## src/rtl/cistercian_scan_ctrl.sv

```systemverilog
// Scan controller for a dual Cistercian quadrant decoder: alternates low/high digit pairs with blanking,
// lamp test and a valid/ready shadow-register load. Optional macro BRIGHTNESS_EN adds PWM dimming of bi.
module cistercian_scan_ctrl #(
    parameter int DWELL        = 1000,
    parameter int BLANK_CYCLES = 4,
    parameter int CNT_W        = 10
) (
    input  logic        clk,
    input  logic        rst_n,
`ifdef BRIGHTNESS_EN
    input  logic [2:0]  brightness,
`endif
    input  logic        enable,
    input  logic        load_valid,
    output logic        load_ready,
    input  logic [15:0] load_data,
    input  logic        lt_req,
    output logic [3:0]  dig1,
    output logic [3:0]  dig2,
    output logic        lt1,
    output logic        lt2,
    output logic        bi,
    output logic [1:0]  pair_sel,
    output logic        frame_done,
    output logic        bcd_err
);

    typedef enum logic [2:0] {
        S_IDLE     = 3'd0,
        S_BLANK_LO = 3'd1,
        S_SHOW_LO  = 3'd2,
        S_BLANK_HI = 3'd3,
        S_SHOW_HI  = 3'd4
    } state_t;

    localparam logic [CNT_W-1:0] BLANK_LOAD = CNT_W'(BLANK_CYCLES - 1);
    localparam logic [CNT_W-1:0] DWELL_LOAD = CNT_W'(DWELL - 1);

    function automatic logic [15:0] bcd_sanitize(input logic [15:0] v);
        logic [15:0] r;
        r = 16'd0;
        for (int i = 0; i < 4; i++) begin
            r[4*i +: 4] = (v[4*i +: 4] > 4'd9) ? 4'd0 : v[4*i +: 4];
        end
        return r;
    endfunction

    function automatic logic bcd_invalid(input logic [15:0] v);
        logic r;
        r = 1'b0;
        for (int i = 0; i < 4; i++) begin
            r = r | (v[4*i +: 4] > 4'd9);
        end
        return r;
    endfunction

    state_t           state_q, state_d;
    logic [CNT_W-1:0] cnt_q, cnt_d;
    logic [15:0]      display_q, display_d, shadow_q, shadow_d;
    logic             pending_q, pending_d, lt_lat_q, lt_lat_d;
    logic             load_ready_q, load_ready_d;
    logic [3:0]       dig1_q, dig1_d, dig2_q, dig2_d;
    logic             lt_q, lt_d, bi_q, bi_d;
    logic [1:0]       pair_sel_q, pair_sel_d;
    logic             frame_done_q, frame_done_d, bcd_err_q, bcd_err_d;
    logic             boundary_s, commit_pt_s, xfer_s, show_bi_s;

    // State sequencing: counter reloads on every state entry, enable low aborts to IDLE
    always_comb begin
        state_d = state_q;
        cnt_d   = cnt_q;
        case (state_q)
            S_IDLE: begin
                if (enable) begin
                    state_d = S_BLANK_LO;
                    cnt_d   = BLANK_LOAD;
                end else begin
                    cnt_d   = '0;
                end
            end
            S_BLANK_LO, S_SHOW_LO, S_BLANK_HI, S_SHOW_HI: begin
                if (!enable) begin
                    state_d = S_IDLE;
                    cnt_d   = '0;
                end else if (cnt_q == '0) begin
                    case (state_q)
                        S_BLANK_LO: begin state_d = S_SHOW_LO;  cnt_d = DWELL_LOAD; end
                        S_SHOW_LO:  begin state_d = S_BLANK_HI; cnt_d = BLANK_LOAD; end
                        S_BLANK_HI: begin state_d = S_SHOW_HI;  cnt_d = DWELL_LOAD; end
                        default:    begin state_d = S_BLANK_LO; cnt_d = BLANK_LOAD; end
                    endcase
                end else begin
                    cnt_d = cnt_q - {{(CNT_W-1){1'b0}}, 1'b1};
                end
            end
            default: begin
                state_d = S_IDLE;
                cnt_d   = '0;
            end
        endcase
    end

    // Load handshake, commit of shadow to display at frame boundaries / in IDLE, lamp-test latch
    always_comb begin
        boundary_s   = (state_q == S_SHOW_HI) && (cnt_q == '0) && enable;
        commit_pt_s  = (state_q == S_IDLE) || boundary_s;
        xfer_s       = load_valid & load_ready_q;
        display_d    = display_q;
        shadow_d     = shadow_q;
        pending_d    = pending_q;
        lt_lat_d     = lt_lat_q;
        if (xfer_s) begin
            if (commit_pt_s) begin
                display_d = bcd_sanitize(load_data);
            end else begin
                shadow_d  = bcd_sanitize(load_data);
                pending_d = 1'b1;
            end
        end else if (pending_q && commit_pt_s) begin
            display_d = shadow_q;
            pending_d = 1'b0;
        end else begin
            pending_d = pending_q;
        end
        if (boundary_s || ((state_q == S_IDLE) && enable)) begin
            lt_lat_d = lt_req;
        end else begin
            lt_lat_d = lt_lat_q;
        end
        load_ready_d = ~pending_d;
        frame_done_d = boundary_s;
        bcd_err_d    = xfer_s & bcd_invalid(load_data);
    end

`ifdef BRIGHTNESS_EN
    logic [31:0] elapsed_s, thresh_s;
    // Dimming: lit only for the first (brightness+1)/8 of the dwell
    always_comb begin
        elapsed_s = 32'(DWELL - 1) - 32'(cnt_d);
        thresh_s  = ((32'(brightness) + 32'd1) * 32'(DWELL)) >> 3;
        show_bi_s = (elapsed_s < thresh_s);
    end
`else
    assign show_bi_s = 1'b1;
`endif

    // Outputs are computed from the next state so the registers line up with the state they describe
    always_comb begin
        dig1_d     = dig1_q;
        dig2_d     = dig2_q;
        bi_d       = 1'b0;
        pair_sel_d = 2'b00;
        lt_d       = 1'b1;
        case (state_d)
            S_BLANK_LO, S_SHOW_LO: begin
                dig1_d     = display_d[3:0];
                dig2_d     = display_d[7:4];
                lt_d       = ~lt_lat_d;
                bi_d       = (state_d == S_SHOW_LO) ? show_bi_s : 1'b0;
                pair_sel_d = (state_d == S_SHOW_LO) ? 2'b01 : 2'b00;
            end
            S_BLANK_HI, S_SHOW_HI: begin
                dig1_d     = display_d[11:8];
                dig2_d     = display_d[15:12];
                lt_d       = ~lt_lat_d;
                bi_d       = (state_d == S_SHOW_HI) ? show_bi_s : 1'b0;
                pair_sel_d = (state_d == S_SHOW_HI) ? 2'b10 : 2'b00;
            end
            default: begin
                dig1_d = dig1_q;
                dig2_d = dig2_q;
            end
        endcase
    end

    // State, datapath and output registers
    always_ff @(posedge clk or negedge rst_n) begin
        if (!rst_n) begin
            state_q      <= S_IDLE;
            cnt_q        <= '0;
            display_q    <= 16'd0;
            shadow_q     <= 16'd0;
            pending_q    <= 1'b0;
            lt_lat_q     <= 1'b0;
            load_ready_q <= 1'b1;
            dig1_q       <= 4'd0;
            dig2_q       <= 4'd0;
            lt_q         <= 1'b1;
            bi_q         <= 1'b0;
            pair_sel_q   <= 2'b00;
            frame_done_q <= 1'b0;
            bcd_err_q    <= 1'b0;
        end else begin
            state_q      <= state_d;
            cnt_q        <= cnt_d;
            display_q    <= display_d;
            shadow_q     <= shadow_d;
            pending_q    <= pending_d;
            lt_lat_q     <= lt_lat_d;
            load_ready_q <= load_ready_d;
            dig1_q       <= dig1_d;
            dig2_q       <= dig2_d;
            lt_q         <= lt_d;
            bi_q         <= bi_d;
            pair_sel_q   <= pair_sel_d;
            frame_done_q <= frame_done_d;
            bcd_err_q    <= bcd_err_d;
        end
    end

    assign load_ready = load_ready_q;
    assign dig1       = dig1_q;
    assign dig2       = dig2_q;
    assign lt1        = lt_q;
    assign lt2        = lt_q;
    assign bi         = bi_q;
    assign pair_sel   = pair_sel_q;
    assign frame_done = frame_done_q;
    assign bcd_err    = bcd_err_q;

endmodule

```

## config.mk

```make
export PLATFORM = sky130hd
export DESIGN_NAME = cistercian_scan_ctrl
export DESIGN_NICKNAME = d
export VERILOG_FILES = /design/src/rtl/cistercian_scan_ctrl.sv
export SDC_FILE = /design/constraint.sdc
export NUM_CORES = 1
export LEC_CHECK = 0
export ABC_AREA = 1
export BUFFER_PORTS_ARGS = -buffer_cell sky130_fd_sc_hd__clkbuf_2
export CORE_UTILIZATION = 55
export CTS_BUF_LIST = sky130_fd_sc_hd__clkbuf_4 sky130_fd_sc_hd__clkbuf_8 sky130_fd_sc_hd__clkbuf_16
export CTS_CLUSTER_SIZE = 28
export DETAILED_ROUTE_END_ITERATION = 7
export PLACE_DENSITY = 0.83
export RECOVER_POWER = 25
export SLEW_MARGIN = 20
export SYNTH_ARGS = -nofsm -noshare
export SYNTH_HDL_FRONTEND = slang
export SYNTH_SLANG_ARGS = --single-unit
```

## constraint.sdc

```tcl
create_clock -name clk -period 5.8 [get_ports clk]
set_clock_uncertainty 0.1 [all_clocks]
set_input_delay 0.87 -clock clk [delete_from_list [all_inputs] [get_ports clk]]
set_output_delay 0.87 -clock clk [all_outputs]
set_load 0.01 [all_outputs]
```

Word level (Yosys, flattened, before mapping)

Index checks and enable logic that the tools add are counted.

Output and inout bits: 16
Register bits after elaboration: 62
Logic and storage cells: 80
Input port bits: 21

Muxes and demuxes: 30
Add/sub/neg operators: 1
Magnitude comparators: 4
Reductions and logical operators: 15
Bitwise logic cells: 8
Eq/ne operators: 8

Operators by type and width:

| operator              | number |
|---|---|
| $mux 16               | 3 |
| $mux 10               | 3 |
| $pmux 10 s2           | 1 |
| $gt 4x4->1 const B    | 4 |
| $mux 4                | 4 |
| $pmux 4 s2            | 2 |
| $eq 3x2->1 const B    | 4 |
| $logic_not 10->1      | 1 |
| $sub 10x1->10 const B | 1 |
| $mux 3                | 3 |
| $pmux 3 s3            | 1 |
| $mux 1                | 8 |
| $reduce_or 4->1       | 2 |
| $eq 3x1->1 const B    | 2 |
| $eq 3x3->1 const B    | 2 |
| $pmux 3 s2            | 1 |
| $reduce_or 2->1       | 3 |
| $logic_and 1x1->1     | 4 |
| $mux 2                | 2 |
| $pmux 2 s2            | 1 |
| $logic_not 3->1       | 1 |
| $not 1->1             | 3 |
| $or 1x1->1            | 3 |
| $and 1x1->1           | 2 |
| 4 further kinds       | 5 |

Longest topological paths before layout

Gate-level depths: netlist (run 1).

Depth after elaboration: 8
Mapped depth: 14
Gate-level depth less buffers: 14

Worst setup path after synthesis (run 1)

Ideal clock, no wire load.

Path kind: input-to-reg
Start: in enable
End: reg dig2_q[2] (netlist: dig2[2])
Stages on the path: 14
Arrival: 1.872 ns
Buffers on the path: 1
Required time: 5.582 ns
Setup slack: 3.710 ns
Setup time: 0.118 ns
Cell sequence: nand2_1 > inv_1 > nand2_1 > inv_1 > nand3_4 > nand2_4 > nand2_4 > buf_6 > nand2_1 > nand3_1 > nand2_1 > nand2_1 > nand3_1 > nand2_1

Word-level cells in the longest chain between the ends: 6
Elaborated cells on any way between the ends: 17
Classes of those cells: eq/ne: 4; mux: 7; reduce/logical: 6

RTL lines:

| item                                                               | RTL line | RTL |
|---|---|---|
| from (decl)                                                        | 13       | `input logic enable,` |
| parallel branches: the longest is 6 deep, another holds $pmux 4 s2 | -        |  |
| to (signal assigned)                                               | 202      | `dig2_q <= dig2_d;` |
| to (decl)                                                          | 62       | `logic [3:0] dig1_q, dig1_d, dig2_q, dig2_d;` |

Parallel ways; which one is timed is not known.
A chain may end at the register's enable or synchronous reset.

Worst setup path after layout (run 1)

Start: reg cnt_q[0]
End: reg dig2_q[2] (netlist: dig2[2])

Word-level cells in the longest chain between the ends: 8
Elaborated cells on any way between the ends: 19
Classes of those cells: eq/ne: 4; mux: 7; reduce/logical: 8

RTL lines:

| item                                                               | RTL line | RTL |
|---|---|---|
| from (decl)                                                        | 58       | `logic [CNT_W-1:0] cnt_q, cnt_d;` |
| from (signal assigned)                                             | 195      | `cnt_q <= cnt_d;` |
| $logic_not 10->1 (*)                                               | 85, 105  |  |
| parallel branches: the longest is 7 deep, another holds $pmux 4 s2 | -        |  |

Every way passes the cells marked *.

==> results of run 1 <==
==> placed cells by master, fill, tap and decap left out <==
cell / n
o211ai_2: 1
nand3_2: 2
nand2_2: 2
buf_4: 1
clkbuf_8: 9
clkinv_2: 4
nand4_1: 9
nand3_1: 59
clkinvlp_4: 2
o31ai_1: 1
nor2_2: 1
inv_2: 4
or2_2: 1
clkinv_1: 1
nand2_1: 132
a21oi_1: 12
o21ai_0: 16
o21ai_4: 1
xnor2_1: 3
dfstp_2: 2
nor3_1: 1
nand2_4: 7
nor2_4: 2
ha_1: 1
inv_4: 1
inv_1: 57
a31oi_1: 2
clkbuf_2: 36
o21ai_1: 5
nor2_1: 33
nand3_4: 2
dfrtp_1: 60
bufinv_16: 1
==> through the flow <==
step                      hold WS [ps]  instance area [um2]  std cells  total power, W  setup slack [ps]
after floorplan                    343                 3330        434         0.00172              3710
after global placement             363                 3500        527         0.00190              3190
after detailed placement           368                 3500        527         0.00193              3150
after CTS                          385                 3690        543         0.00231              3400
after global routing               414                 3670        543         0.00248              2840
final                              386                 3670        543         0.00229              3070
==> tightest hold or removal path: cells and delay by family (launching register included) <==
family	cells	cell delay [ps]
simple gates	2	110
flops	1	350
==> sequential cells by signal, summed over array words and instances, names as in the netlist <==
register    flops
lt1             1
bcd_err         1
display_q      16
dig1            4
load_ready      1
shadow_q       16
pair_sel        2
frame_done      1
pending_q       1
bi              1
lt_lat_q        1
cnt_q          10
dig2            4
state_q         3
==> power groups by stage <==
stage | clock network, W | logic (W) | registers, W
finish | 0.000371 | 0.00116 | 0.000751
global route | 0.000395 | 0.00132 | 0.000771
CTS | 0.000379 | 0.00119 | 0.000748
detailed placement | 0 | 0.00118 | 0.000753
global placement | 0 | 0.00115 | 0.000749
floorplan | 0 | 0.000985 | 0.000734
==> metal layers <==
metal / vias to the layer above / track usage / routed length (um)
met5: - / 0 / 0
met4: 0 / 0.107 / 132
met3: 13 / 0.0549 / 418
met2: 105 / 0.385 / 3160
met1: 1342 / 0.340 / 3210
li1: 1433 / - / -
==> kinds of logic after synthesis <==
| kind of cell | after synthesis |
|---|---|
| AND/OR/NAND/NOR | 251 |
| adder cells (fa/ha/maj) | 1 |
| XOR/XNOR | 3 |
| AO/OA/AOI/OAI | 38 |
| buffers and inverters | 79 |
| flip-flops | 62 |
==> final cells by class <==
class,instances,area [um2],area share
clock inverters,7,65.1,0.0177
well taps,72,90.1,0.0245
inverters,63,239,0.0651
multi-input cells,293,1410,0.384
repair buffers,37,188,0.0511
clock buffers,9,124,0.0338
flip-flops and latches,62,1550,0.423
==> worst min-delay path by stage <==
stage | slack, ps | depth (start not counted) | startpoint | end
floorplan | 340 | 2 | shadow_q[0] | shadow_q[0]
global placement | 360 | 2 | shadow_q[7] | shadow_q[7]
global route | 410 | 2 | shadow_q[4] | shadow_q[4]
detailed placement | 370 | 2 | shadow_q[6] | shadow_q[6]
CTS | 390 | 2 | shadow_q[6] | shadow_q[6]
finish | 390 | 2 | shadow_q[6] | shadow_q[6]
==> metrics.cfg, run 1 <==
[floorplanning]
die_y_um = 79.8
initial_utilization = 0.586
fp.dieW_um = 79.8
io-pin-count = 37
num_rows = 27
placeableCoreArea_um2 = 5680
dieArea_um2 = 6360

[clocking]
hold_buffers = 0
clk_pin_slew_ps = 70
cts.repair.resized = 0
cts.sinks = 62
worst_skew_pair.late_latency_ps = 350
cts_buffers = 9
cts_tree = built
clockRootBuffer = clkbuf_8
clockBufferDepth = 2
ctsHtreeMaxLevel = 3
cts_setup_buffers = 0

[power]
power.switching_w = 0.00109
leakagePower_nw = 2.02
p_seq_frac = 0.329
p_per_area_nw_per_um2 = 623
max-vdd-ir-drop_v = 0.000317
pwr-share-clk = 0.162
power_frac_comb = 0.509
swShare = 0.477
internal_power_w = 0.00119

[synthesis]
yosys.area.top_type = dfrtp_1
ys_ff_latch = 62
yosysMostFrequentCell = nand2_1
synthSimpleGateAreaFrac = 0.353
synth_area_per_cell_um2 = 7.67
synth_fa_ha_area_frac = 0.00376
synthMuxAreaShare = 0
synth_compound_area_frac = 0.0643
synth_edf_count = 0
yosysTopAreaCellShare = 0.451
synthArstFlopShare = 1.00
synth_top_flop_cell = dfrtp_1
yosysWarningCount = 0
synth-seq-area-share = 0.467
synth_area_leaders = dfrtp_1 (45%), nand2_1 (15%), nand3_1 (8.9%)
synthXorXnorAreaFrac = 0.00790
synth_top_family_by_area = simple AND/OR/NAND/NOR gates
netlist_top_cells_count = nand2_1 (132), dfrtp_1 (60), nand3_1 (59)
syn-cell-area_um2 = 3330
syn_inst = 434
synth_nets = 456
yosysUniqueCellTypes = 32

[setup_path]
cp.depth = 11
endpoint = dig2[2]
reg2reg_to = dig2[2]
critical_path_buf_inv_count = 2
crit_path_end_kind = flop
worst_setup_path_start_kind = flop
cp.required_ps = 5950
crit_path_start = cnt_q[0]
crit_family = simple AND/OR/NAND/NOR gates
arrival_ps = 2880
reg2reg_slack_ps = 3070
critical_path_class = reg -> reg
cp_slowest_cell = o211ai_2
critPathMaxFanout = 11
worstRegToRegCells = 11
crit_chain = inv_1 -> ha_1 -> nand2_4 -> nor2_1 -> nand2_2 -> o211ai_2 -> nand2_4 -> inv_4 -> nand2_1 -> nand3_1 -> nand2_1
slowest_delay_ps = 550
r2r_start = cnt_q[0]

[detailed_routing]
drcViolationCount = 0
vias = 2893
vias_per_cell = 5.33
firstDrtPassIters = 5
drtAntennaViolNets = 0
routed_wl_um = 6930
wl_per_cell_um = 12.8
first_iter_violations = 206

[placed_design]
gp_congestion = 0.908
dpl.hpwl_um = 4920
io_buffers = 36

[global_routing]
grtUsageTotal = 0.250
grt_pass1_vias = 2644
gr-total-overflow = 0
grt_first_pass_wirelength_um = 12000
antenna_found_initial = 0
grt_max_degree = 63

[sta]
worst_slew_pin_slew_ps = 762
slew_violations = 0
rsz0062_at_grt = false
hold_viol_final = 0
fin_crit_ps = 2730
slew_headroom = 0.492
setup_viol = 0
max_clock_freq_mhz = 366
fin_crit_sh = 0.471
setup_tns_ps = 0

[cells_and_area]
areaGrowthSynthToFinish_pct = 10.3
n_antenna_cell = 0
drive_gt1_frac = 0.168
fillers = 492
fin_nets = 488
fin_util = 0.647

[outcome]
status = complete, no violations

[min_path]
hp-class = reg -> reg

[flow_run]
maxCapViolations = 0

No activity file was read; power rests on OpenSTA's default activity.
==> run 2: changes to the inputs <==
CORE_UTILIZATION = 53   (was 55)
clock period = 2.4 ns   (was 5.8 ns; I/O delays follow)
==> run 2 against run 1 <==
Net effect: the run now ends with max-capacitance violations left; combinational power grew to 2.6 times the previous value; utilization down 2.3 points; flip-flop and latch count is the same; first-iteration DRC count increased by 14%; critical path type unchanged; critical endpoint is now dig1[1]; largest power group unchanged; highest routed layer unchanged.
==> metrics.cfg, run 2 (synthesis gave the netlist of run 1 again) <==
[outcome]
status = complete, but fails checks
violations = max-capacitance violations

[placed_design]
dpl.hpwl_um = 5240  ; +6.5%
io_buffers = 36  ; unchanged
gp_congestion = 0.869  ; -4.4%

[detailed_routing]
firstDrtPassIters = 6  ; +1
vias = 2967  ; +2.6%
vias_per_cell = 5.38  ; +1.1%
routed_wl_um = 7430  ; +7.2%
first_iter_violations = 235  ; +14%
drcViolationCount = 0  ; unchanged
wl_per_cell_um = 13.5  ; +5.6%
drtAntennaViolNets = 0  ; unchanged

[cells_and_area]
areaGrowthSynthToFinish_pct = 12.3
reg.largest.list = display_q: 16 flops, shadow_q: 16 flops, cnt_q: 10 flops
final_common_cell = nand2_1
fillers = 516  ; +4.9%
n_antenna_cell = 0  ; unchanged
drive_gt1_frac = 0.176  ; +0.00874
layout_common_cells = nand2_1 (132), dfrtp_1 (60), nand3_1 (59)
fin_nets = 494  ; +1.2%

[global_routing]
grt_max_degree = 63  ; unchanged
antenna_found_initial = 0  ; unchanged
grt_first_pass_wirelength_um = 12400  ; +3.4%
grtUsageTotal = 0.251  ; +0.000664
grt_pass1_vias = 2837  ; +7.3%
gr-total-overflow = 0  ; unchanged

[clocking]
clk_pin_slew_ps = 60  ; about the same
clockRootBuffer = clkbuf_8
worst_skew_pair.late_latency_ps = 340  ; about the same
cts.sinks = 62  ; unchanged
clockBufferDepth = 2  ; unchanged
cts_setup_buffers = 0  ; unchanged
cts_tree = built
ctsHtreeMaxLevel = 3  ; unchanged
cts_buffers = 9  ; unchanged

[setup_path]
worst_setup_path_start_kind = flop
critPathMaxFanout = 11  ; unchanged
cp_slowest_cell = dfrtp_1
crit_chain = inv_1 -> ha_1 -> nand2_4 -> nor2_8 -> nand2_2 -> nand2_1 -> o21ai_4 -> inv_2 -> nand3_4 -> nand3_1 -> nand2_1
slowest_delay_ps = 370  ; -180 ps
crit_top_cell = nand2_1
arrival_ps = 2310  ; -570 ps
cp.required_ps = 2520  ; -3430 ps
critical_path_class = reg -> reg
crit_path_end_kind = flop

[floorplanning]
placeableCoreArea_um2 = 5990  ; +5.6%
io-pin-count = 37  ; unchanged
dieArea_um2 = 6600  ; +3.7%
initial_utilization = 0.555  ; -0.0309
fp.dieW_um = 81.2  ; +1.8%
num_rows = 28  ; +3.7%
die_y_um = 81.2  ; +1.8%

[min_path]
hp-class = in -> reg

[sta]
fin_crit_ps = 2180  ; -552 ps
fin_worst_hold_slack_ps = 217  ; -169 ps
worst_slew_pin_slew_ps = 1500  ; +734 ps
slew_headroom = 0.00303  ; -0.489
fin_crit_sh = 0.909  ; +0.438
setup_tns_ps = 0  ; unchanged
setup_viol = 0  ; unchanged
rsz0062_at_grt = false
hold_viol_final = 0  ; unchanged
slew_violations = 0  ; unchanged
max_clock_freq_mhz = 458  ; +25%

[power]
max-vdd-ir-drop_v = 0.000774  ; +140%
leakagePower_nw = 2.06  ; +1.6%
p_per_area_nw_per_um2 = 1510  ; +140%

[flow_run]
maxCapViolations = 1  ; +1

## run 2: layer usage
| layer | global-route usage | routed length [um] | up-vias |
|---|---|---|---|
| met4 | 0.102 | 219 | 0 |
| met5 | 0 | 0 | - |
| met3 | 0.0674 | 543 | 33 |
| li1 | - | - | 1447 |
| met2 | 0.438 | 3750 | 121 |
| met1 | 0.289 | 2910 | 1366 |
## run 2: power breakdown
group	internal, W	switching (W)	total, W
clock	0.000429	0.000372	0.000800
combinational	0.000981	0.00207	0.00305
sequential	0.00153	0.000288	0.00181
total	0.00294	0.00273	0.00566
## run 2: final cells by class
cell class,instances,area [um2],share of cell area
flip-flops and latches,62,1550,0.416
multi-input cells,294,1460,0.389
inverters,63,239,0.0639
repair buffers,42,225,0.0603
clock buffers,13,160,0.0429
well taps,75,93.8,0.0251
clock inverters,2,10.0,0.00268
## run 2: stage by stage
step	setup WS, ps	instance area [um2]	power [W]	instances	utilization
2_1_floorplan	538	3330	0.00415	434	-
3_3_place_gp	229	3540	0.00464	534	0.591
3_5_place_dp	142	3540	0.00476	534	0.591
4_1_cts	134	3720	0.00558	550	0.622
5_1_grt	7.57	3740	0.00615	551	0.624
6_report	219	3740	0.00566	551	0.624
## run 2: final timing paths
check | slack [ps] | end | startpoint | cells past startpoint
hold reg to reg | 380 | shadow_q[4] | shadow_q[4] | 2
hold / removal | 220 | shadow_q[12] | load_data[12] | 3
setup / recovery | 220 | dig1[1] | cnt_q[0] | 11
max in group asynchronous | 400 | shadow_q[11] | rst_n | 3
setup reg to reg | 220 | dig1[1] | cnt_q[0] | 11
min in group asynchronous | 900 | cnt_q[6] | rst_n | 3
## run 2: worst max-delay path, delay by kind of cell (launching register included)
kind | cells | cell delay (ps)
AOI/OAI and AO/OA | 1 | 100
buffers and inverters | 2 | 270
DFF | 1 | 370
adders and majority gates | 1 | 260
and+or+nand+nor | 7 | 970
## run 2: timing repair
action                                  in CTS  in global routing
endpoints found under the setup margin       0                  8
hold buffers                                 1                  0
gates resized for setup                      0                  2
hold endpoints to repair                    60                  0
==> run 3: changes to the inputs <==
PLACE_DENSITY = 0.82   (was 0.83)
==> run 3 against run 2 <==
Net effect: the flow finishes with violations (max-capacitance violations, max-slew violations); count of clock-buffer cells in the layout is 4 lower; critical endpoint is now dig2[2]; critical path depth is the same; first-iteration DRC count shrank 1.7%.
==> metrics.cfg, run 3 (synthesis gave the netlist of run 1 again) <==
[clocking]
cts_tree = built
cts_buffers = 9  ; unchanged
clockBufferDepth = 2  ; unchanged
ctsHtreeMaxLevel = 3  ; unchanged
clockRootBuffer = clkbuf_8
cts_setup_buffers = 0  ; unchanged
worst_skew_pair.late_latency_ps = 340  ; about the same
clk_pin_slew_ps = 70  ; about the same
cts.sinks = 62  ; unchanged

[cells_and_area]
fin_nets = 494  ; unchanged
fillers = 510  ; -1.2%
reg.largest.list = display_q: 16 flops, shadow_q: 16 flops, cnt_q: 10 flops
seq_area_um2 = 1550  ; unchanged
final_cells = 552  ; +0.18%
n_antenna_cell = 0  ; unchanged
areaGrowthSynthToFinish_pct = 13.7
drive_gt1_frac = 0.157  ; -0.0192
multi_input_area_um2 = 1430  ; -2.0%
layout_common_cells = nand2_1 (132), dfrtp_1 (60), nand3_1 (59)
final_common_cell = nand2_1

[placed_design]
io_buffers = 36  ; unchanged
pre_cts_slack_ps = 201  ; +59.2 ps
gp_congestion = 0.892  ; +2.7%
placed_cells = 535  ; +0.19%
dpl.hpwl_um = 5330  ; +1.8%

[floorplanning]
num_rows = 28  ; unchanged
placeableCoreArea_um2 = 5990  ; unchanged
die_y_um = 81.2  ; unchanged
fp.dieW_um = 81.2  ; unchanged
dieArea_um2 = 6600  ; unchanged
initial_utilization = 0.555  ; unchanged
io-pin-count = 37  ; unchanged

[detailed_routing]
first_iter_violations = 231  ; -1.7%
drcViolationCount = 0  ; unchanged
wl_per_cell_um = 13.7  ; +1.3%
firstDrtPassIters = 5  ; -1
vias = 2904  ; -2.1%
routed_wl_um = 7540  ; +1.5%
vias_per_cell = 5.26  ; -2.3%
drtAntennaViolNets = 0  ; unchanged

[setup_path]
crit_path_end_kind = flop
arrival_ps = 2370  ; +60 ps
worst_setup_path_start_kind = flop
critical_path_class = reg -> reg
critPathMaxFanout = 11  ; unchanged
cp.required_ps = 2530  ; about the same

[sta]
slew_violations = 25  ; +25
rsz0062_at_grt = false
hold_viol_final = 0  ; unchanged
fin_crit_ps = 2230  ; +50.6 ps
worst_slew_pin_slew_ps = 1510  ; +14.5 ps
fin_crit_sh = 0.930  ; +0.0211
max_clock_freq_mhz = 448  ; -2.3%
setup_viol = 0  ; unchanged
setup_tns_ps = 0  ; unchanged
slew_headroom = -0.00663  ; -0.00966
fin_ws_ps = 168  ; -50.6 ps

[power]
p_per_area_nw_per_um2 = 1550  ; +2.2%
max-vdd-ir-drop_v = 0.00101  ; +31%
leakagePower_nw = 2.05  ; -0.31%
finalPower_w = 0.00586  ; +3.5%

[global_routing]
grt_pass1_vias = 2799  ; -1.3%
grt_first_pass_wirelength_um = 12600  ; +1.4%
antenna_found_initial = 0  ; unchanged
grtUsageTotal = 0.254  ; +0.00324
grt_max_degree = 39  ; -38%
gr-total-overflow = 0  ; unchanged

[outcome]
status = complete, but fails checks
violations = max-capacitance violations, max-slew violations

[min_path]
hp-class = in -> reg

[flow_run]
maxCapViolations = 1  ; unchanged

[run 3: changes by cell type in the layout (fill, tap and decap cells not counted), sizes merged]
cell	delta
bufinv	+2
nand2	-1
clkinvlp	+1
clkinv	+2
clkbuf	-5
buf	+2
[run 3: what timing repair did]
item                      4_1_cts  5_1_grt
gates resized for setup         0        0
hold endpoints to repair       23        0
hold buffers                    1        0
[run 3: layout make-up]
| cell class | instances | area share |
|---|---|---|
| sequential | 62 | 0.411 |
| multi-input combinational | 293 | 0.377 |
| timing repair buffer | 43 | 0.0655 |
| inverter | 63 | 0.0632 |
| clock buffer | 9 | 0.0327 |
| clock inverter | 7 | 0.0261 |
| tap | 75 | 0.0248 |
[run 3: critical path, cell delays in order, from the launching register on]
cell and delay, ps:
dfrtp_1 360, inv_1 90, ha_1 260, nand2_4 100, nor2_8 160, nand2_2 150, nand2_1 220, o21ai_4 90
inv_2 180, nand3_4 160, nand3_1 190, nand2_1 60
[run 3: through the flow]
stage / area, um2 / hold slack [ps] / utilization
after floorplan: 3330 / -35.6 / -
after global placement: 3560 / 314 / 0.595
after detailed placement: 3560 / 331 / 0.595
after CTS: 3800 / 190 / 0.634
after global routing: 3780 / 222 / 0.632
final: 3780 / 198 / 0.632
[run 3: final timing paths]
| path | startpoint | end | slack [ps] | depth (start not counted) |
|---|---|---|---|---|
| max in group asynchronous | rst_n | load_ready | 450 | 3 |
| worst min-delay path | load_data[3] | shadow_q[2] | 200 | 4 |
| worst max-delay path | cnt_q[0] | dig2[2] | 170 | 11 |
| worst min register to register | shadow_q[7] | shadow_q[7] | 380 | 2 |
| worst max register to register | cnt_q[0] | dig2[2] | 170 | 11 |
| min in group asynchronous | rst_n | cnt_q[4] | 810 | 2 |
[run 3: metal layers]
layer | vias up | GRT usage | wire [um]
li1 | 1437 | - | -
met1 | 1335 | 0.311 | 3200
met2 | 115 | 0.434 | 3740
met3 | 17 | 0.0663 | 436
met4 | 0 | 0.0786 | 157
met5 | - | 0 | 0
[run 3: report_power, final]
part           switching (W)  internal (W)  leakage (nW)
Clock               0.000433      0.000587         0.109
Combinational        0.00203      0.000998          1.15
Sequential          0.000289       0.00152         0.786
